==> src/rtl/bcd_pkg.sv <==
// -----------------------------------------------------------------------------
// bcd_pkg
// Shared definitions for the BCD timer controller:
//   state_e      - controller state encoding (IDLE/RUN/PAUSE/DONE), which is
//                  also the value driven on the 2-bit state output
//   BCD_MAX      - largest legal BCD digit value
//   clamp_digit  - saturates an arbitrary nibble to a legal BCD digit
// -----------------------------------------------------------------------------
package bcd_pkg;

    typedef enum logic [1:0] {
        IDLE  = 2'd0,
        RUN   = 2'd1,
        PAUSE = 2'd2,
        DONE  = 2'd3
    } state_e;

    localparam logic [3:0] BCD_MAX = 4'd9;

    // Nibbles A..F are not BCD; saturate them to 9 rather than wrapping.
    function automatic logic [3:0] clamp_digit(input logic [3:0] d);
        return (d > BCD_MAX) ? BCD_MAX : d;
    endfunction

endpackage

==> src/rtl/bcd_digit.sv <==
// -----------------------------------------------------------------------------
// bcd_digit
// Combinational next-value logic for one BCD digit of the count chain.
// Ports:
//   digit_i [3:0]  current digit value
//   en_i           step this digit (carry/borrow in; tied high for digit 0)
//   dir_i          0 = increment, 1 = decrement
//   next_o  [3:0]  digit value after the step (equals digit_i when en_i=0)
//   co_o           carry out (up, 9->0) or borrow out (down, 0->9)
// -----------------------------------------------------------------------------
module bcd_digit
    import bcd_pkg::*;
(
    input  logic [3:0] digit_i,
    input  logic       en_i,
    input  logic       dir_i,
    output logic [3:0] next_o,
    output logic       co_o
);

    always_comb begin
        // NOTE: every output gets a default before any branch so no path
        // leaves it unassigned; otherwise synthesis infers a latch.
        next_o = digit_i;
        co_o   = 1'b0;
        if (en_i) begin
            if (!dir_i) begin
                if (digit_i >= BCD_MAX) begin
                    next_o = 4'd0;
                    co_o   = 1'b1;
                end else begin
                    next_o = digit_i + 4'd1;
                end
            end else begin
                if (digit_i == 4'd0) begin
                    next_o = BCD_MAX;
                    co_o   = 1'b1;
                end else begin
                    next_o = digit_i - 4'd1;
                end
            end
        end
    end

endmodule

==> src/rtl/bcd_timer_ctrl.sv <==
// -----------------------------------------------------------------------------
// bcd_timer_ctrl
// Run/pause/stop timer sequencing a DIGITS-wide BCD count register on one
// clock. Counts up or down on each tick while running, raises a one-cycle done
// pulse when the terminal value (all 9s up, all 0s down) is reached.
// Command priority each cycle: clear > load > stop > start > tick.
// Ports:
//   clk, rst        clock, asynchronous active-high reset
//   tick            count enable pulse from the prescaler
//   start           start (from IDLE, latches dir) / resume (from PAUSE)
//   stop            pause while running
//   clear           count := 0, back to IDLE
//   load, load_val  load a preset (digits >9 clamped to 9); digit 0 in [3:0]
//   dir             0 = up, 1 = down; latched on start from IDLE
//   count           current BCD count, digit 0 in [3:0]
//   running         registered (state == RUN)
//   done            one-cycle pulse on entry to DONE
//   state           IDLE=0, RUN=1, PAUSE=2, DONE=3
// -----------------------------------------------------------------------------
module bcd_timer_ctrl
    import bcd_pkg::*;
#(
    parameter int DIGITS = 4
) (
    input  logic                  clk,
    input  logic                  rst,
    input  logic                  tick,
    input  logic                  start,
    input  logic                  stop,
    input  logic                  clear,
    input  logic                  load,
    input  logic [4*DIGITS-1:0]   load_val,
    input  logic                  dir,
    output logic [4*DIGITS-1:0]   count,
    output logic                  running,
    output logic                  done,
    output logic [1:0]            state
);

    localparam int W = 4 * DIGITS;

    state_e         state_q, state_d;
    logic [W-1:0]   count_q, count_d;
    logic           dir_q, dir_d;
    logic           running_q, running_d;
    logic           done_q, done_d;

    logic [W-1:0]   step_val;      // count_q advanced one BCD step in dir_q
    logic [DIGITS:0] carry;        // carry/borrow chain between digits
    logic           at_term;       // count_q already terminal for dir_q
    logic           step_term;     // step_val is terminal for dir_q
    logic [W-1:0]   load_clamped;

    function automatic logic is_terminal(input logic [W-1:0] val, input logic down);
        logic term;
        term = 1'b1;
        for (int i = 0; i < DIGITS; i++) begin
            if (val[4*i +: 4] != (down ? 4'd0 : BCD_MAX)) term = 1'b0;
        end
        return term;
    endfunction

    // ------------------------------------------------------------------
    // Digit chain: digit 0 always steps, higher digits step on carry-in.
    // ------------------------------------------------------------------
    assign carry[0] = 1'b1;

    for (genvar i = 0; i < DIGITS; i++) begin : g_digit
        bcd_digit u_digit (
            .digit_i (count_q[4*i +: 4]),
            .en_i    (carry[i]),
            .dir_i   (dir_q),
            .next_o  (step_val[4*i +: 4]),
            .co_o    (carry[i+1])
        );
    end

    // A carry/borrow out of the top digit happens exactly when every digit is
    // at its wrap point, i.e. the count is already terminal for dir_q.
    assign at_term   = carry[DIGITS];
    assign step_term = is_terminal(step_val, dir_q);

    always_comb begin
        load_clamped = '0;
        for (int i = 0; i < DIGITS; i++) begin
            load_clamped[4*i +: 4] = clamp_digit(load_val[4*i +: 4]);
        end
    end

    // ------------------------------------------------------------------
    // State register (also holds the count datapath and registered outputs)
    // ------------------------------------------------------------------
    always_ff @(posedge clk or posedge rst) begin
        if (rst) begin
            state_q   <= IDLE;
            count_q   <= '0;
            dir_q     <= 1'b0;
            running_q <= 1'b0;
            done_q    <= 1'b0;
        end else begin
            // NOTE: non-blocking assignments so every register samples the
            // pre-edge values; blocking here would create ordering races.
            state_q   <= state_d;
            count_q   <= count_d;
            dir_q     <= dir_d;
            running_q <= running_d;
            done_q    <= done_d;
        end
    end

    // ------------------------------------------------------------------
    // Next-state logic
    // ------------------------------------------------------------------
    always_comb begin
        state_d = state_q;
        if (clear) begin
            state_d = IDLE;
        end else if (load) begin
            // RUN and PAUSE keep their state across a load; DONE is released.
            if (state_q == DONE) state_d = IDLE;
        end else begin
            unique case (state_q)
                IDLE: begin
                    if (start && !stop) begin
                        // Terminal check uses the direction being latched now.
                        state_d = is_terminal(count_q, dir) ? DONE : RUN;
                    end
                end
                RUN: begin
                    if (stop) begin
                        state_d = PAUSE;
                    end else if (tick && (at_term || step_term)) begin
                        state_d = DONE;
                    end
                end
                PAUSE: begin
                    if (start && !stop) state_d = RUN;
                end
                DONE: begin
                    state_d = DONE;
                end
            endcase
        end
    end

    // ------------------------------------------------------------------
    // Output / datapath logic
    // ------------------------------------------------------------------
    always_comb begin
        count_d   = count_q;
        dir_d     = dir_q;
        if (clear) begin
            count_d = '0;
        end else if (load) begin
            count_d = load_clamped;
        end else begin
            if (state_q == IDLE && start && !stop) dir_d = dir;
            // A preloaded terminal value ends the run without stepping past it.
            if (state_q == RUN && !stop && tick && !at_term) count_d = step_val;
        end
        running_d = (state_d == RUN);
        done_d    = (state_d == DONE) && (state_q != DONE);
    end

    assign count   = count_q;
    assign running = running_q;
    assign done    = done_q;
    assign state   = state_q;

endmodule

==> config.mk <==
export PLATFORM = sky130hd
export DESIGN_NAME = bcd_timer_ctrl
export DESIGN_NICKNAME = d
export VERILOG_FILES = /design/src/rtl/bcd_pkg.sv /design/src/rtl/bcd_digit.sv /design/src/rtl/bcd_timer_ctrl.sv
export SDC_FILE = /design/constraint.sdc
export NUM_CORES = 1
export LEC_CHECK = 0
export CAP_MARGIN = 20
export CORE_MARGIN = 1.5
export CORE_UTILIZATION = 45
export DETAILED_ROUTE_END_ITERATION = 8
export PLACE_DENSITY = 0.78
export RECOVER_POWER = 25
export SLEW_MARGIN = 20
export SYNTH_ARGS = -nofsm -noshare
export SYNTH_HDL_FRONTEND = slang
export SYNTH_SLANG_ARGS = --single-unit
==> constraint.sdc <==
create_clock -name clk -period 4.3 [get_ports clk]
set_clock_uncertainty 0.15 [all_clocks]
set_input_delay 1.075 -clock clk [delete_from_list [all_inputs] [get_ports clk]]
set_output_delay 1.075 -clock clk [all_outputs]
set_load 0.01 [all_outputs]
# --- Word-level counts from Yosys, hierarchy flattened ---
# Index checks and enable logic that the tools add are counted.
word_totals:
  register_bits: 21
  in_bits: 24
  out_inout_bits: 20
  word_cells: 115
classes:
  addsub: 8
  order_cmp: 8
  eq_ne: 14
  muxes: 60
  bitwise: 2
  reduce_logical: 18
op_table:
  columns: ["operator", "n"]
  rows:
  - ["4-bit 2-to-1 mux", 21]
  - ["16-bit 2-to-1 mux", 3]
  - ["4-bit != test", 8]
  - ["1-bit 2-to-1 mux", 27]
  - ["4-bit by 1-bit adder with 4-bit output, second input constant", 4]
  - ["4-bit >= comparator, second input constant", 4]
  - ["4-bit greater-than comparator, second input constant", 4]
  - ["4-bit logical NOT", 4]
  - ["2-bit 2-to-1 mux", 8]
  - ["4-bit by 1-bit subtractor with 4-bit output, second input constant", 4]
  - ["1-bit logical AND", 8]
  - ["2-bit case mux with 4 select lines", 1]
  - ["2-bit equality test, second input constant", 3]
  - ["2-bit by 1-bit equality test with 1-bit output, second input constant", 2]
  - ["3-bit AND reduction", 1]
  - ["3-bit nonzero test", 1]
  - ["1-bit logical NOT", 2]
  - ["2-bit logical NOT", 1]
  - ["2-bit != test, second input constant", 1]
  - ["1-bit NOT", 2]
  - ["1-bit logical OR", 1]

# --- Depth between registers and ports, before layout ---
# Gate-level depths: netlist of run 1.
logic_depth:
  depth_word: 17
  mapped_depth: 13

# --- Cells and area by module ---
# Synthesis of run 1 repeated with hierarchy kept, for this count alone.
unflattened:
  cells_unflattened: 309
  hier_area_um2: 2529.9
by_module_without_submodules:
  columns: ["module", "instances", "cells_per_inst", "area_per_inst_um2", "seq_area_each_um2"]
  rows:
  - ["bcd_timer_ctrl", 1, 133, 1288.7, 525.5]
  - ["bcd_digit", 4, 44, 310.3, 0.0]

# --- Worst setup path before layout of run 1 ---
# OpenSTA, ideal clock, no wires.
synth_timing:
  path_kind: "register to register"
  startpoint: "register count_q[0] (netlist: count[0])"
  endpoint: "register running_q (netlist: running)"
  arrival_time_ns: 3.035
  slack_ns: 0.991
  path_stages_with_launch: 13
  n_path_buf: 2
  period_less_slack_ns: 3.309
  cell_sequence: "dfrtp_1 clkbuf_1 inv_1 ha_1 or3b_1 buf_2 a21oi_2 or3_4 or3b_1 a211o_1 o31ai_2 o311ai_1 o31a_1"
synth_between:
  elab_chain_len: 16
synth_lines:
  columns: ["element", "line", "rtl"]
  rows:
  - ["from (decl)", "bcd_timer_ctrl.sv:43", "logic [W-1:0] count_q, count_d;"]
  - ["from (signal assigned)", "bcd_timer_ctrl.sv:104", "count_q <= count_d;"]
  - ["4-bit by 1-bit adder with 4-bit output, or another cell as far along", "bcd_digit.sv:32", "next_o = digit_i + 4'd1;"]
  - ["4-bit 2-to-1 mux, or another cell as far along", "bcd_digit.sv:28", "if (digit_i >= BCD_MAX) begin"]
  - ["4-bit 2-to-1 mux or 1-bit 2-to-1 mux (tied branches)", "bcd_digit.sv:27", "if (!dir_i) begin"]
  - ["4-bit != test, or another cell as far along", "bcd_timer_ctrl.sv:58", "if (val[4*i +: 4] != (down ? 4'd0 : BCD_MAX)) term = 1'b0;"]
  - ["1-bit 2-to-1 mux, or another cell as far along (2 in series)", "bcd_timer_ctrl.sv:58", null]
  - ["1-bit 2-to-1 mux or 4-bit != test (tied branches)", "bcd_timer_ctrl.sv:58", null]
  - ["1-bit 2-to-1 mux", "bcd_timer_ctrl.sv:58", null]
  - ["1-bit logical OR", "bcd_timer_ctrl.sv:132", "end else if (tick && (at_term || step_term)) begin"]
  - ["1-bit logical AND", "bcd_timer_ctrl.sv:132", null]
  - ["2-bit 2-to-1 mux", "bcd_timer_ctrl.sv:132", null]
  - ["2-bit 2-to-1 mux", "bcd_timer_ctrl.sv:130", "if (stop) begin"]
  - ["2-bit case mux with 4 select lines (*)", "bcd_timer_ctrl.sv:122", "unique case (state_q)"]
  - ["2-bit 2-to-1 mux (*)", "bcd_timer_ctrl.sv:118", "end else if (load) begin"]
  - ["2-bit 2-to-1 mux (*)", "bcd_timer_ctrl.sv:116", "if (clear) begin"]
  - ["2-bit by 1-bit equality test with 1-bit output (*)", "bcd_timer_ctrl.sv:161", "running_d = (state_d == RUN);"]
  - ["net running_d", "bcd_timer_ctrl.sv:45", "logic running_q, running_d;"]
  - ["to (signal assigned)", "bcd_timer_ctrl.sv:106", "running_q <= running_d;"]
  - ["to (decl)", "bcd_timer_ctrl.sv:45", null]
# Mark *: on every way through the listed nets, which the timed path passes. The rest lies on a longest branch. The select of a mux whose other input is x is not followed.
# A chain may end at the register's enable or synchronous reset.

# --- Worst setup path in the final report of run 1 ---
layout_timing:
  startpoint: "register count_q[4] (netlist: count[4])"
  endpoint: "register running_q (netlist: running)"
layout_between:
  elab_chain_len: 16
layout_lines:
  columns: ["element", "line", "rtl"]
  rows:
  - ["4-bit by 1-bit adder with 4-bit output, or another cell as far along", "bcd_digit.sv:32", null]
  - ["4-bit 2-to-1 mux, or another cell as far along", "bcd_digit.sv:28", null]
  - ["4-bit 2-to-1 mux or 1-bit 2-to-1 mux (tied branches)", "bcd_digit.sv:27", null]
  - ["4-bit 2-to-1 mux or 1-bit 2-to-1 mux (tied branches)", "bcd_digit.sv:26", "if (en_i) begin"]
  - ["4-bit != test, or another cell as far along", "bcd_timer_ctrl.sv:58", null]
  - ["1-bit 2-to-1 mux, or another cell as far along", "bcd_timer_ctrl.sv:58", null]
  - ["1-bit 2-to-1 mux or 4-bit != test (tied branches)", "bcd_timer_ctrl.sv:58", null]
  - ["1-bit 2-to-1 mux", "bcd_timer_ctrl.sv:58", null]
  - ["1-bit logical OR", "bcd_timer_ctrl.sv:132", null]
  - ["1-bit logical AND", "bcd_timer_ctrl.sv:132", null]
  - ["2-bit 2-to-1 mux", "bcd_timer_ctrl.sv:132", null]
  - ["2-bit 2-to-1 mux", "bcd_timer_ctrl.sv:130", null]
  - ["2-bit case mux with 4 select lines (*)", "bcd_timer_ctrl.sv:122", null]
  - ["2-bit 2-to-1 mux (*)", "bcd_timer_ctrl.sv:118", null]
  - ["2-bit 2-to-1 mux (*)", "bcd_timer_ctrl.sv:116", null]
  - ["2-bit by 1-bit equality test with 1-bit output (*)", "bcd_timer_ctrl.sv:161", null]
  - ["net running_d", "bcd_timer_ctrl.sv:45", null]
# Marked as above.

==> flow_metrics.env, run 1 <==
export IMPL_status="completed"
export IMPL_clk_latency_ps=260
export IMPL_grt_ovfl_total=0
export IMPL_critPathKind="register to register"
export IMPL_finalWirelength_um=6850
export IMPL_critPathMaxFanout=12
export IMPL_clockBufferDepth=2
export IMPL_drv_cap=0
export IMPL_min_path_type="register to register"
export IMPL_worstPathArrival_ps=3670
export IMPL_syn_to_final_growth_pct=19.9
export IMPL_path_common_cell="or3b_1"
export IMPL_critical_path_endpoint_type="register"
export IMPL_grt_pass1_wl_um=11300
export IMPL_irDropWorstVdd_mv=0.200
export IMPL_layout_worst_path_cycle_share=0.853
export IMPL_synth_main_ff_cell="dfrtp_1"
export IMPL_fill_cells=474
export IMPL_pre_cts_slack_ps=718
export IMPL_clock_sink_count=21
export IMPL_cts_buffers=3
export IMPL_dp_cells=418
export IMPL_diodes=0
export IMPL_regArea_sq_um=526
export IMPL_dp_hpwl_um=5110
export IMPL_clockRootBuffer="clkbuf_8"
export IMPL_p_total_uw=735
export IMPL_gp_congestion=0.948
export IMPL_hold_path_startpoint="state[0]$_DFF_PP0_"
export IMPL_cts_tree="built"
export IMPL_final_antenna_net_count=0
export IMPL_slew_headroom=0.467
export IMPL_worstSetupStartpointType="register"
export IMPL_hold_viol=0
export IMPL_async_flop_share=1.00
export IMPL_crit_start="count[4]$_DFFE_PP0P_"
export IMPL_initial_utilization=0.470
export IMPL_grt_max_degree=25
export IMPL_synth_yosys_seq_area_share=0.219
export IMPL_crit_chain="inv_1 -> ha_1 -> or3b_1 -> a22oi_1 -> or3_4 -> or3b_1 -> a211o_1 -> o31ai_2 -> o311ai_1 -> o31a_1"
export IMPL_first_pass_iters=5
export IMPL_slowest_delay_ps=590
export IMPL_min_period_ps=3670
export IMPL_drc=0
export IMPL_io_pins=44
export IMPL_rows=26
export IMPL_synth_top_cells_by_area="dfrtp_1, ha_1, nor2_1"
export IMPL_postSynthCellCount=327
export IMPL_port_buffers=43
export IMPL_synth_seq_cells=21
export IMPL_multi_input_area_sq_um=1660
export IMPL_ctsResizeCount=0
export IMPL_grtUsageTotal=0.236
export IMPL_fin_ws_ps=633
export IMPL_r2r_start="count[4]$_DFFE_PP0P_"
export IMPL_fmaxAchievable_mhz=273
export IMPL_drive_gt1_frac=0.0653
export IMPL_num_vias=2624
export IMPL_chipWidth_um=76.0
export IMPL_rsz0062_at_grt="false"
export IMPL_grt_pass1_vias=2334
export IMPL_tightestPinTransition_ps=799
export IMPL_design_die_area_sq_um=5780
export IMPL_slowest_stage="dfrtp_1"
export IMPL_ys_types=67
export IMPL_leakage_uw=0.00108
export IMPL_via_per_inst=6.22
export IMPL_required_ps=4300
export IMPL_first_iter_violations=236
export IMPL_drv_slew=0
export IMPL_cts_hold_buffers=0
export IMPL_syn_area_per_cell_sq_um=7.34
export IMPL_setup_viol=0
export IMPL_grt_antenna_before_repair=0
export IMPL_clkTransAtPathRegs_ps=80
export IMPL_synth_top_area_cell="dfrtp_1"
export IMPL_syn_cell_area_sq_um=2400
export IMPL_synth_warnings=0
export IMPL_synth_nets=363
export IMPL_post_drt_wl_per_cell_um=16.2
export IMPL_power_density_nw_per_um2=255
export IMPL_synth_edf_count=0
export IMPL_yosysTopAreaCellShare=0.219
export IMPL_fin_cells=422
export IMPL_nets=389
export IMPL_h_tree_depth=1
export IMPL_chipHeight_um=76.0
export IMPL_postCtsSetupBuffers=0
export IMPL_setup_tns_ps=0
export IMPL_core_sq_um=5110
-- state kept, by name (all words and copies together), names as in the netlist --
register  flops
count        16
running       1
state         2
dir_q         1
done          1
-- worst max-delay path, delay by kind of cell (launching register included) --
family / cells / cell delay (ps)
AOI/OAI and AO/OA: 5 / 1200
and+or+nand+nor: 3 / 1150
DFF: 1 / 590
adders and majority gates: 1 / 290
buffers and inverters: 1 / 170
-- final cells by class --
cell class              instances  share of cell area
clock buffers                   4              0.0157
inverters                      23              0.0300
multi-input cells             256               0.579
flip-flops and latches         21               0.183
well taps                      70              0.0304
repair buffers                 48               0.163
-- logic make-up after synthesis --
kind of cell | synth area share
mux | 0.0407
simple gates | 0.253
flops | 0.219
buf+inv | 0.0871
fa+ha+maj | 0.0626
xor+xnor | 0.00730
compound gates | 0.330
-- layer usage --
| layer | routed length [um] | GRT usage |
|---|---|---|
| met2 | 3010 | 0.362 |
| met1 | 3200 | 0.344 |
| met4 | 133 | 0.0815 |
| met3 | 510 | 0.0263 |
| met5 | 0 | 0 |
-- through the flow --
| stage | hold slack [ps] | instance area, sq um | util |
|---|---|---|---|
| after floorplan | 497 | 2400 | - |
| after global placement | 502 | 2830 | 0.554 |
| after detailed placement | 508 | 2830 | 0.554 |
| after CTS | 528 | 2880 | 0.563 |
| after global routing | 574 | 2880 | 0.563 |
| final | 535 | 2880 | 0.563 |
-- synthesized netlist by cell type, drive strengths merged (4+ instances only) --
master and count:
o22ai 4, buf 11, nand3 9, o41ai 4, a211oi 12, nor2b 7
o31ai 5, o211ai 4, mux2 4, or3b 4, a21oi 27, nor4 4
dfrtp 21, o21ai 25, nor3 17, inv 23, nand2b 5, clkbuf 16
nor2 37, nand2 17, ha 12, a31oi 7
-- worst paths after layout --
check,cells after the start,end,slack (ps)
setup / recovery,10,running$_DFF_PP0_,630
hold / removal,3,done$_DFF_PP0_,540
setup reg to reg,10,running$_DFF_PP0_,630
hold reg to reg,3,done$_DFF_PP0_,540
max in group asynchronous,2,count[15]$_DFFE_PP0P_,2260
min in group asynchronous,2,count[1]$_DFFE_PP0P_,1240
-- cells in the final DEF (no fill, tap or decap), types with 3 or more instances in the layout --
cell and instances:
mux2_2 4, nor3_1 17, nor2_1 37, mux2i_1 3, nand2b_1 5, nand3_1 9, clkbuf_8 3, a31oi_1 7
o41ai_1 4, buf_4 5, o211ai_1 4, clkdlybuf4s50_1 42, ha_1 12, o31ai_1 4, nor2b_1 7, dfrtp_1 21
a22oi_1 3, a311oi_1 3, or3b_1 3, nor4_1 4, a21oi_1 26, a211oi_1 11, o21ai_0 25, o22ai_1 4
nand2_1 17, inv_1 23
-- power by group --
part,internal [uW],switching (uW)
clock,66.1,64.7
sequential,210,49.7
combinational,154,190
total,430,304
(Power assumes the default switching activity.)
==> run 2: changes to the inputs <==
--- a/config.mk
+++ b/config.mk
@@ -7,9 +7,9 @@
 export LEC_CHECK = 0
 export CAP_MARGIN = 20
 export CORE_MARGIN = 1.5
-export CORE_UTILIZATION = 45
+export CORE_UTILIZATION = 54
 export DETAILED_ROUTE_END_ITERATION = 8
-export PLACE_DENSITY = 0.78
+export PLACE_DENSITY = 0.9
 export RECOVER_POWER = 25
 export SLEW_MARGIN = 20
 export SYNTH_ARGS = -nofsm -noshare
==> constraint.sdc (replaced) <==
create_clock -name clk -period 4.3 [get_ports clk]
set_clock_uncertainty 0.15 [all_clocks]
set_input_delay 0.86 -clock clk [delete_from_list [all_inputs] [get_ports clk]]
set_output_delay 0.86 -clock clk [all_outputs]
set_load 0.05 [all_outputs]
==> flow_metrics.env, run 2 (same netlist as run 1, synthesis figures left out) <==
export IMPL_layout_commonest_cell="clkdlybuf4s50_1"
export IMPL_regArea_sq_um=526
export IMPL_first_pass_iters=5
export IMPL_critical_path_endpoint_type="register"
export IMPL_via_per_inst=6.61
export IMPL_critPathKind="register to register"
export IMPL_fmaxAchievable_mhz=274
export IMPL_drv_slew=0
export IMPL_grt_antenna_before_repair=0
export IMPL_clock_sink_count=21
export IMPL_status="completed"
export IMPL_slowest_delay_ps=610
export IMPL_chipHeight_um=69.6
export IMPL_grt_ovfl_total=0
export IMPL_num_vias=2657
export IMPL_port_buffers=43
export IMPL_tightestPinTransition_ps=799
export IMPL_io_pins=44
export IMPL_slew_headroom=0.467
export IMPL_setup_tns_ps=0
export IMPL_irDropWorstVdd_mv=0.233
export IMPL_drv_cap=0
export IMPL_chipWidth_um=69.6
export IMPL_rows=24
export IMPL_power_density_nw_per_um2=269
export IMPL_drive_gt1_frac=0.0600
export IMPL_worstPathArrival_ps=3650
export IMPL_crit_chain="inv_1 -> ha_1 -> or3b_1 -> a22oi_1 -> nor3_1 -> mux2i_1 -> or4_1 -> nand3_1 -> o311ai_1 -> o31a_1"
export IMPL_dp_hpwl_um=5070
export IMPL_gp_congestion=0.935
export IMPL_cts_buffers=3
export IMPL_setup_viol=0
export IMPL_slowest_stage="a22oi_1"
export IMPL_grt_pass1_wl_um=11500
export IMPL_h_tree_depth=1
export IMPL_final_antenna_net_count=0
export IMPL_largest_register_ffs=16
export IMPL_min_path_type="register to register"
export IMPL_clkTransAtPathRegs_ps=80
export IMPL_clockBufferDepth=2
export IMPL_finalWirelength_um=6930
export IMPL_critPathBufInv=1
export IMPL_multi_input_area_sq_um=1660
export IMPL_hold_viol=0
export IMPL_nets=387
export IMPL_grt_pass1_vias=2487
export IMPL_syn_to_final_growth_pct=18.4
export IMPL_layout_worst_path_cycle_share=0.848
export IMPL_grt_max_degree=25
export IMPL_fill_cells=385
export IMPL_min_period_ps=3650
export IMPL_clockRootBuffer="clkbuf_8"
export IMPL_ctsResizeCount=0
export IMPL_finish_utilization=0.657
export IMPL_first_iter_violations=301
export IMPL_grtUsageTotal=0.284
export IMPL_critPathMaxFanout=12
export IMPL_core_sq_um=4320
export IMPL_required_ps=4300
export IMPL_leakage_uw=0.00107
export IMPL_cts_tree="built"
export IMPL_drc=0
export IMPL_diodes=0
export IMPL_design_die_area_sq_um=4850
export IMPL_worstSetupStartpointType="register"
export IMPL_post_drt_wl_per_cell_um=17.2
export IMPL_initial_utilization=0.555
export IMPL_clk_latency_ps=260
export IMPL_cts_hold_buffers=0
export IMPL_postCtsSetupBuffers=0
export IMPL_final_cell_mix="clkdlybuf4s50_1, nor2_1, a21oi_1"
export IMPL_cp_top_family="simple AND/OR/NAND/NOR gates"
export IMPL_rsz0062_at_grt="false"
run 2: cell count changes in the layout (fill, tap and decap cells not counted):
cell   change
buf_4      -2
run 2: metrics by stage:
| step | setup WS, ps | hold WS, ps | std cells | cell area (sq um) | power [uW] |
|---|---|---|---|---|---|
| after CTS | 711 | 506 | 402 | 2840 | 754 |
| after global placement | 848 | 503 | 398 | 2790 | 618 |
| after detailed placement | 732 | 494 | 398 | 2790 | 625 |
| final | 653 | 513 | 402 | 2840 | 765 |
| after global routing | 487 | 571 | 402 | 2840 | 809 |
| after floorplan | 722 | 687 | 327 | 2400 | 523 |
run 2: power by group:
group	leakage [uW]	internal (uW)	switching (uW)	total, uW
Sequential	0.000277	210	45.0	255
Clock	0.0000228	66.0	64.3	130
Combinational	0.000770	148	232	379
run 2: cell type report:
cell class,instances,area share
Timing Repair Buffer,46,0.160
Clock buffer,4,0.0159
Inverter,23,0.0304
Tap cell,52,0.0229
Multi-Input combinational cell,256,0.586
Sequential cell,21,0.185
run 2: worst paths after layout:
kind | endpoint | start | cells after the start | slack [ps]
max in group asynchronous | count[12]$_DFFE_PP0P_ | rst | 2 | 2470
min in group asynchronous | count[7]$_DFFE_PP0P_ | rst | 2 | 1030
worst min-delay path | done$_DFF_PP0_ | state[0]$_DFF_PP0_ | 3 | 510
worst max register to register | running$_DFF_PP0_ | count[4]$_DFFE_PP0P_ | 10 | 650
worst min register to register | done$_DFF_PP0_ | state[0]$_DFF_PP0_ | 3 | 510
worst max-delay path | running$_DFF_PP0_ | count[4]$_DFFE_PP0P_ | 10 | 650
run 2: worst min-delay path, stage by stage (launching register included):
cell and delay (ps):
dfrtp_1 430, nand2_1 70, nand3_1 90, nor3_1 40
run 2: routing by layer:
layer	track usage	share of wire
met4	0.0791	0.011
met5	0	0
met1	0.405	0.44
met2	0.454	0.47
met3	0.0363	0.086
